`src/rtl/cpu_pkg.sv`:
```
// Shared CPU definitions: control-unit opcodes, the canonical NOP word and
// the fetch FSM state encoding.
package cpu_pkg;

  localparam logic [6:0] OP_LD   = 7'b0000000;
  localparam logic [6:0] OP_ST   = 7'b0000100;
  localparam logic [6:0] OP_ADD  = 7'b0001000;
  localparam logic [6:0] OP_SUB  = 7'b0001100;
  localparam logic [6:0] OP_AND  = 7'b0010000;
  localparam logic [6:0] OP_OR   = 7'b0010100;
  localparam logic [6:0] OP_XOR  = 7'b0011000;
  localparam logic [6:0] OP_SLT  = 7'b0011100;
  localparam logic [6:0] OP_ADDI = 7'b0100000;
  localparam logic [6:0] OP_SLL  = 7'b0100100;
  localparam logic [6:0] OP_SRL  = 7'b0101000;
  localparam logic [6:0] OP_BEQ  = 7'b0101100;
  localparam logic [6:0] OP_BNE  = 7'b0110000;
  localparam logic [6:0] OP_JMP  = 7'b0110100;
  localparam logic [6:0] OP_LUI  = 7'b0111000;

  // ADD r0,r0,r0
  localparam logic [31:0] NOP_INSTR = 32'h0000_0008;

  typedef enum logic [1:0] {
    IDLE    = 2'd0,
    FETCH   = 2'd1,
    VALID   = 2'd2,
    DISCARD = 2'd3
  } fetch_state_t;

endpackage

```
`src/rtl/instr_fetch_unit_pc_next_sel.sv`:
```
// Next-PC mux: redirect (word-aligned) beats sequential advance beats hold.
// The increment wraps modulo 2^PC_WIDTH.
module pc_next_sel #(
  parameter int PC_WIDTH = 16,
  parameter int PC_STEP  = 4
) (
  input  logic [PC_WIDTH-1:0] pc,
  input  logic                branch_taken,
  input  logic [PC_WIDTH-1:0] branch_target,
  input  logic                advance,
  output logic [PC_WIDTH-1:0] pc_next
);

  localparam logic [PC_WIDTH-1:0] ALIGN_MASK = ~PC_WIDTH'(3);
  localparam logic [PC_WIDTH-1:0] STEP       = PC_WIDTH'(PC_STEP);

  always_comb begin
    pc_next = pc;
    if (branch_taken)
      pc_next = branch_target & ALIGN_MASK;
    else if (advance)
      pc_next = pc + STEP;
  end

endmodule

```
`src/rtl/instr_fetch_unit.sv`:
```
// Instruction fetch front end: owns the PC, runs the imem req/ack handshake
// and hands one instruction at a time downstream with a valid/stall handshake.
module instr_fetch_unit
  import cpu_pkg::*;
#(
  parameter int                  PC_WIDTH = 16,
  parameter logic [PC_WIDTH-1:0] RESET_PC = '0,
  parameter int                  PC_STEP  = 4
) (
  input  logic                clk,
  input  logic                rst_n,
  output logic                imem_req,
  output logic [PC_WIDTH-1:0] imem_addr,
  input  logic                imem_ack,
  input  logic [31:0]         imem_rdata,
  input  logic                branch_taken,
  input  logic [PC_WIDTH-1:0] branch_target,
  input  logic                stall,
  output logic                instr_valid,
  output logic [31:0]         instr,
  output logic [6:0]          opcode,
  output logic [2:0]          funct3,
  output logic [6:0]          funct7,
  output logic [PC_WIDTH-1:0] pc_out
);

  fetch_state_t        state;
  logic [PC_WIDTH-1:0] pc;
  logic [PC_WIDTH-1:0] pc_next;
  logic                advance;

  assign opcode = instr[6:0];
  assign funct3 = instr[14:12];
  assign funct7 = instr[31:25];

  assign advance = (state == FETCH) && imem_ack;

  pc_next_sel #(
    .PC_WIDTH (PC_WIDTH),
    .PC_STEP  (PC_STEP)
  ) u_pc_next_sel (
    .pc            (pc),
    .branch_taken  (branch_taken),
    .branch_target (branch_target),
    .advance       (advance),
    .pc_next       (pc_next)
  );

  // imem_addr is loaded from pc_next whenever a request is launched, so it
  // always equals the registered pc while FETCH holds the request.
  always_ff @(posedge clk or negedge rst_n) begin
    if (!rst_n) begin
      state       <= IDLE;
      pc          <= RESET_PC;
      imem_req    <= 1'b0;
      imem_addr   <= RESET_PC;
      instr_valid <= 1'b0;
      instr       <= NOP_INSTR;
      pc_out      <= RESET_PC;
    end else begin
      pc <= pc_next;
      if (branch_taken) instr_valid <= 1'b0;
      case (state)
        IDLE: begin
          state     <= FETCH;
          imem_req  <= 1'b1;
          imem_addr <= pc_next;
        end
        FETCH: begin
          if (branch_taken) begin
            if (imem_ack) begin
              imem_addr <= pc_next;
            end else begin
              state    <= DISCARD;
              imem_req <= 1'b0;
            end
          end else if (imem_ack) begin
            state       <= VALID;
            imem_req    <= 1'b0;
            instr       <= imem_rdata;
            pc_out      <= pc;
            instr_valid <= 1'b1;
          end
        end
        VALID: begin
          if (branch_taken || !stall) begin
            state       <= FETCH;
            imem_req    <= 1'b1;
            imem_addr   <= pc_next;
            instr_valid <= 1'b0;
          end
        end
        DISCARD: begin
          // A redirect here only moves pc; the pending ack still has to be
          // absorbed, otherwise a coincident ack would strand the FSM.
          if (imem_ack) begin
            state     <= FETCH;
            imem_req  <= 1'b1;
            imem_addr <= pc_next;
          end
        end
        default: begin
          state    <= IDLE;
          imem_req <= 1'b0;
        end
      endcase
    end
  end

endmodule
```
`config.mk`:
```
export PLATFORM = sky130hd
export DESIGN_NAME = instr_fetch_unit
export DESIGN_NICKNAME = d
export VERILOG_FILES = /design/src/rtl/cpu_pkg.sv /design/src/rtl/instr_fetch_unit_pc_next_sel.sv /design/src/rtl/instr_fetch_unit.sv
export SDC_FILE = /design/constraint.sdc
export NUM_CORES = 1
export LEC_CHECK = 0
export CORE_MARGIN = 4
export CORE_UTILIZATION = 48
export CTS_CLUSTER_DIAMETER = 50
export DETAILED_ROUTE_END_ITERATION = 6
export PLACE_DENSITY = 0.86
export SETUP_SLACK_MARGIN = 0.05
export SLEW_MARGIN = 20
export SYNTH_ARGS = -nofsm -noshare
export SYNTH_HDL_FRONTEND = slang
export SYNTH_SLANG_ARGS = --single-unit
```
`constraint.sdc`:
```
create_clock -name clk -period 3.45 [get_ports clk]
set_input_delay 1.035 -clock clk [delete_from_list [all_inputs] [get_ports clk]]
set_output_delay 1.035 -clock clk [all_outputs]
set_load 0.02 [all_outputs]
```
* Yosys cells after proc, flatten, opt, wreduce, memory -nomap -nowiden
Index checks and enable logic that the tools add are counted.
** Storage, ports and cells
- Register bits after elaboration :: 84
- Input port bits :: 53
- Output and inout port bits :: 83
** Operators by class
- Add/sub/neg operators :: 1
- Eq/ne operators :: 8
- Mux-type cells :: 23
- Bitwise operators :: 1
- Reduce and logical (&&, ||, !) cells :: 7
** Operator list (count)
- $mux W16 :: 5
- $pmux W16 S4 :: 1
- $add A16 B3 Y16 const B :: 1
- $mux W2 :: 5
- $mux W1 :: 9
- $pmux W2 S4 :: 1
- $ne A2 B2 Y1 const B :: 3
- $ne A3 B3 Y1 const B :: 2
- $eq A2 B2 Y1 const B :: 2
- $pmux W1 S4 :: 1
- $reduce_and A4 Y1 :: 1
- $reduce_and A3 Y1 :: 1
- $eq A2 B1 Y1 const B :: 1
- $logic_not A2 Y1 :: 1
- $pmux W1 S2 :: 1
- $reduce_and A2 Y1 :: 1
- $logic_and A1 B1 Y1 :: 1
- $logic_not A1 Y1 :: 1
- $logic_or A1 B1 Y1 :: 1
- $not A1 Y1 :: 1

* Longest topological paths before layout
- Depth in word-level cells :: 7
- Depth in mapped cells :: 7

* By module
Synthesis repeated with hierarchy kept, for this count alone.
** Unflattened totals
- Cells, all modules :: 262
- Area, all modules :: 3622.2 sq um
** By module, submodules not included
- instr_fetch_unit :: instances 1, cells an instance 192, area an instance 3164.3 sq um
- pc_next_sel :: instances 1, cells an instance 70, area an instance 457.9 sq um

* Worst setup path before layout
OpenSTA, ideal clock, no wires.
- Path kind :: input-to-reg
- From :: in imem_ack
- To :: reg imem_addr[12]
- Library setup time :: 0.125 ns
- Data arrival time :: 2.129 ns
- Data required time :: 3.325 ns
- Setup slack :: 1.196 ns
- Stages on the path :: 6
- Path buffers :: 2
- Cell sequence :: buf_6 nor2b_1 o21ai_2 nand2_1 buf_2 mux2_2
** On the way
- Word-level cells in the longest chain between the ends :: 6
- Elaborated cells between the ends (all ways) :: 7
- Classes of those cells :: 6 x mux; 1 x reduce/logical
** RTL lines
- start: declaration :: RTL line instr_fetch_unit.sv:14 : input logic imem_ack,
- $logic_and A1 B1 Y1 :: RTL line instr_fetch_unit.sv:36 : assign advance = (state == FETCH) && imem_ack;
- $mux W16 :: RTL line instr_fetch_unit_pc_next_sel.sv:21 : else if (advance)
- $mux W16 :: RTL line instr_fetch_unit_pc_next_sel.sv:19 : if (branch_taken)
- $mux W16 :: RTL line instr_fetch_unit.sv:71, instr_fetch_unit.sv:96
- $mux W16 :: RTL line instr_fetch_unit.sv:70 : if (branch_taken) begin
- $pmux W16 S4 (*) :: RTL line instr_fetch_unit.sv:63 : case (state)
- end signal: assignment :: RTL line instr_fetch_unit.sv:67 : imem_addr <= pc_next;
- end signal: assignment :: RTL line instr_fetch_unit.sv:72 : imem_addr <= pc_next;
- end signal: assignment :: RTL line instr_fetch_unit.sv:99 : imem_addr <= pc_next;
- end: declaration :: RTL line instr_fetch_unit.sv:13 : output logic [PC_WIDTH-1:0] imem_addr,
Mark *: on every way between the ends. The rest lies on a longest branch, timed or not. The select of a mux whose other input is x is not followed.
A chain may end at the register's enable or synchronous reset.

* Worst setup path after layout
- From :: in branch_taken
- To :: reg state[1]
** On the way
- Word-level cells in the longest chain between the ends :: 3
- Elaborated cells between the ends (all ways) :: 7
- Classes of those cells :: 3 x eq/ne; 2 x mux; 2 x reduce/logical
** RTL lines
- start: declaration :: RTL line instr_fetch_unit.sv:16 : input logic branch_taken,
- $logic_or A1 B1 Y1 :: RTL line instr_fetch_unit.sv:86 : if (branch_taken || !stall) begin
- $ne A2 B2 Y1 (no source line)
- $reduce_and A4 Y1 (no source line)
- end signal: assignment :: RTL line instr_fetch_unit.sv:87 : state <= FETCH;
- end signal: assignment :: RTL line instr_fetch_unit.sv:97 : state <= FETCH;
- end signal: assignment :: RTL line instr_fetch_unit.sv:103 : state <= IDLE;
- end: declaration :: RTL line instr_fetch_unit.sv:27 : fetch_state_t state;
Several ways; a longest one is shown, not always the timed one.

==> results_dict.tcl <==
set metrics [dict create \
    cts_hold_buf 0 \
    synth_nets 342 \
    worstSetupEndpointType "flip-flop" \
    drt_pre_antenna_iters 5 \
    finalCritPeriodShare_pct 78.5 \
    syn_to_final_growth_pct 42.3 \
    tns_ns 0 \
    power_density_nw_per_um2 921 \
    fin_cells 508 \
    fmax_ghz 0.369 \
    slew_violations 0 \
    netlist_top_cells_area "dfrtp_1, mux2_2, buf_4, o21ai_0, nand3_1" \
    hold_viol 0 \
    cts_sinks 84 \
    antenna_cells 0 \
    antenna_found_initial 0 \
    fin_nets 461 \
    swShare_pct 35.6 \
    place_area_um2 5010 \
    ys_types 40 \
    core.rowCount 31 \
    min_path_type "flip-flop to flip-flop" \
    track_usage_pct 18.9 \
    criticalPathCategory "input pin to flip-flop" \
    fp.dieH_um 95.8 \
    combPwrFrac_pct 49.0 \
    clk_path_buf_depth 2 \
    die_area_um2 9170 \
    die_w_um 95.8 \
    tightest_slew_ns 0.743 \
    regArea_um2 2100 \
    fin_total_pwr_mw 4.85 \
    routedWlPerCell_um 16.2 \
    multi_input_area_um2 1380 \
    overflow 0 \
    setup_slack_ns 0.743 \
    mostFrequentLayoutCells "clkdlybuf4s50_1, dfrtp_1, mux2_2" \
    layout_commonest_cell "clkdlybuf4s50_1" \
    rsz0062_at_grt "false" \
    pre_cts_slack_ns 0.370 \
    required_ns 3.68 \
    grt_pass1_wl_um 13400 \
    cts_buffers 9 \
    insertion_delay_ns 0.34 \
    ys_warn_count 0 \
    drcViolationCount 0 \
    wirelength_um 8230 \
    grt_start_max_net_pins 85 \
    finalSetupViolations 0 \
    floorplan.initialDensity_pct 50.2 \
    cts_tree "yes" \
    cts-resized-gates 0 \
    ioPinCount 136 \
    arrival_ns 2.93 \
    htreeDepth 3 \
    netlist.area_leader.share_pct 56.2 \
    drv_cap 0 \
    p_leak_nw 2.17 \
    status "finished, final reports clean" \
    place_hpwl_um 6190 \
    drive_above_1_share_pct 21.5 \
    path_max_fanout 11 \
    drt_iter0_drc 92 \
    yosysTopAreaCell "dfrtp_1" \
    post-route-util_pct 71.4 \
    clkTransAtPathRegs_ns 0.08 \
    gp_congestion 0.852 \
    hold_ws_ns 0.490 \
    skew_ns 0.0107 \
    stdcell_area_um2 5260 \
    relSlewSlack_pct 50.4 \
    grt_pass1_vias 2742 \
    num-fill-cells 540 \
    via_count 2685 \
    peakVddDrop_mv 0.412 \
    post_cts_buffers 0 \
    cp-start-kind "input pin" \
    seqPwrFrac_pct 33.6 \
    core_region_area_um2 7370 \
    viasPerCell 5.29 \
    synthCells 285 \
    root_buffer "clkbuf_8" \
    syn_area_um2 3700 \
    pwr-share-clk_pct 17.4 \
    synth-seq-cells 84 \
    dp_cells 492 \
    synth_seq_area_share_pct 56.9 \
    postSynthAreaPerCell_um2 13.0 \
    switchingPower_mw 1.73 \
    port_buffers 133 \
    intPower_mw 3.12 \
    fin_crit_ns 2.71 \
    detail-route-antenna-nets 0 \
]
flip-flops by register name, indices dropped and copies added (netlist names):
name,flops
instr,32
state,2
imem_req,1
instr_valid,1
pc,16
imem_addr,16
pc_out,16
power by group through the flow:
stage | registers, mW | logic, mW | clock network (mW)
after floorplan | 2.08 | 0.922 | 0
after global placement | 1.62 | 2.36 | 0
after detailed placement | 1.66 | 2.40 | 0
after CTS | 1.64 | 2.41 | 0.865
after global routing | 1.69 | 2.53 | 0.908
final | 1.63 | 2.37 | 0.843
critical path, stage by stage:
cell             delay (ns)
clkdlybuf4s50_1        0.70
inv_1                  0.15
and3_1                 0.25
a211oi_1               0.39
mux2_2                 0.39
final timing paths:
check / startpoint / end / slack [ns] / cells past startpoint
max: branch_taken / state[1] / 0.74 / 5
min: pc_out[7] / pc_out[7] / 0.49 / 2
max reg2reg: state[1] / imem_addr[1] / 1.29 / 5
min reg2reg: pc_out[7] / pc_out[7] / 0.49 / 2
max in group asynchronous: rst_n / state[1] / 2.22 / 1
min in group asynchronous: rst_n / instr[20] / 0.72 / 1
per-layer routing:
layer | global-route usage, % | routed length, µm | vias to the layer above
met1 | 22.2 | 3240 | 1324
met4 | 5.69 | 86 | 0
met2 | 34.0 | 4200 | 108
met5 | 0 | 0 | -
met3 | 4.85 | 706 | 11
li1 | - | - | 1242
cells by family (layout without fill, tap and decap cells):
| kind of cell | after synthesis | after routing | synth area share (%) |
|---|---|---|---|
| flip-flops | 84 | 84 | 56.9 |
| multiplexers | 62 | 62 | 18.8 |
| AND/OR/NAND/NOR | 56 | 56 | 9.04 |
| AO/OA/AOI/OAI | 36 | 36 | 6.36 |
| buffers and inverters | 36 | 160 | 5.89 |
| XOR/XNOR | 7 | 7 | 1.66 |
| adder cells (fa/ha/maj) | 4 | 4 | 1.35 |
final cells by class:
cell class / count / area share [%]
Timing Repair Buffer: 138 / 26.3
Sequential cell: 84 / 40.0
Multi-Input combinational cell: 165 / 26.2
Clock buffer: 10 / 2.62
Tap cell: 99 / 2.35
Clock inverter: 6 / 2.12
Inverter: 6 / 0.428
cell usage after synthesis (all sizes together):
master  instances
a211oi          1
a21oi           5
a221oi          1
a31oi           5
and3            1
buf            26
clkbuf          4
dfrtp          83
dfstp           1
ha              4
inv             6
mux2           60
mux2i           2
nand2          11
nand3          13
nand4           4
nor2            9
nor2b           5
nor3            1
nor3b           1
nor4            3
o211ai          5
o21a            1
o21ai          14
o22a            1
o31ai           3
or3             2
or3b            1
or4             5
xnor2           5
xor2            2
No activity file was read; power rests on OpenSTA's default activity.
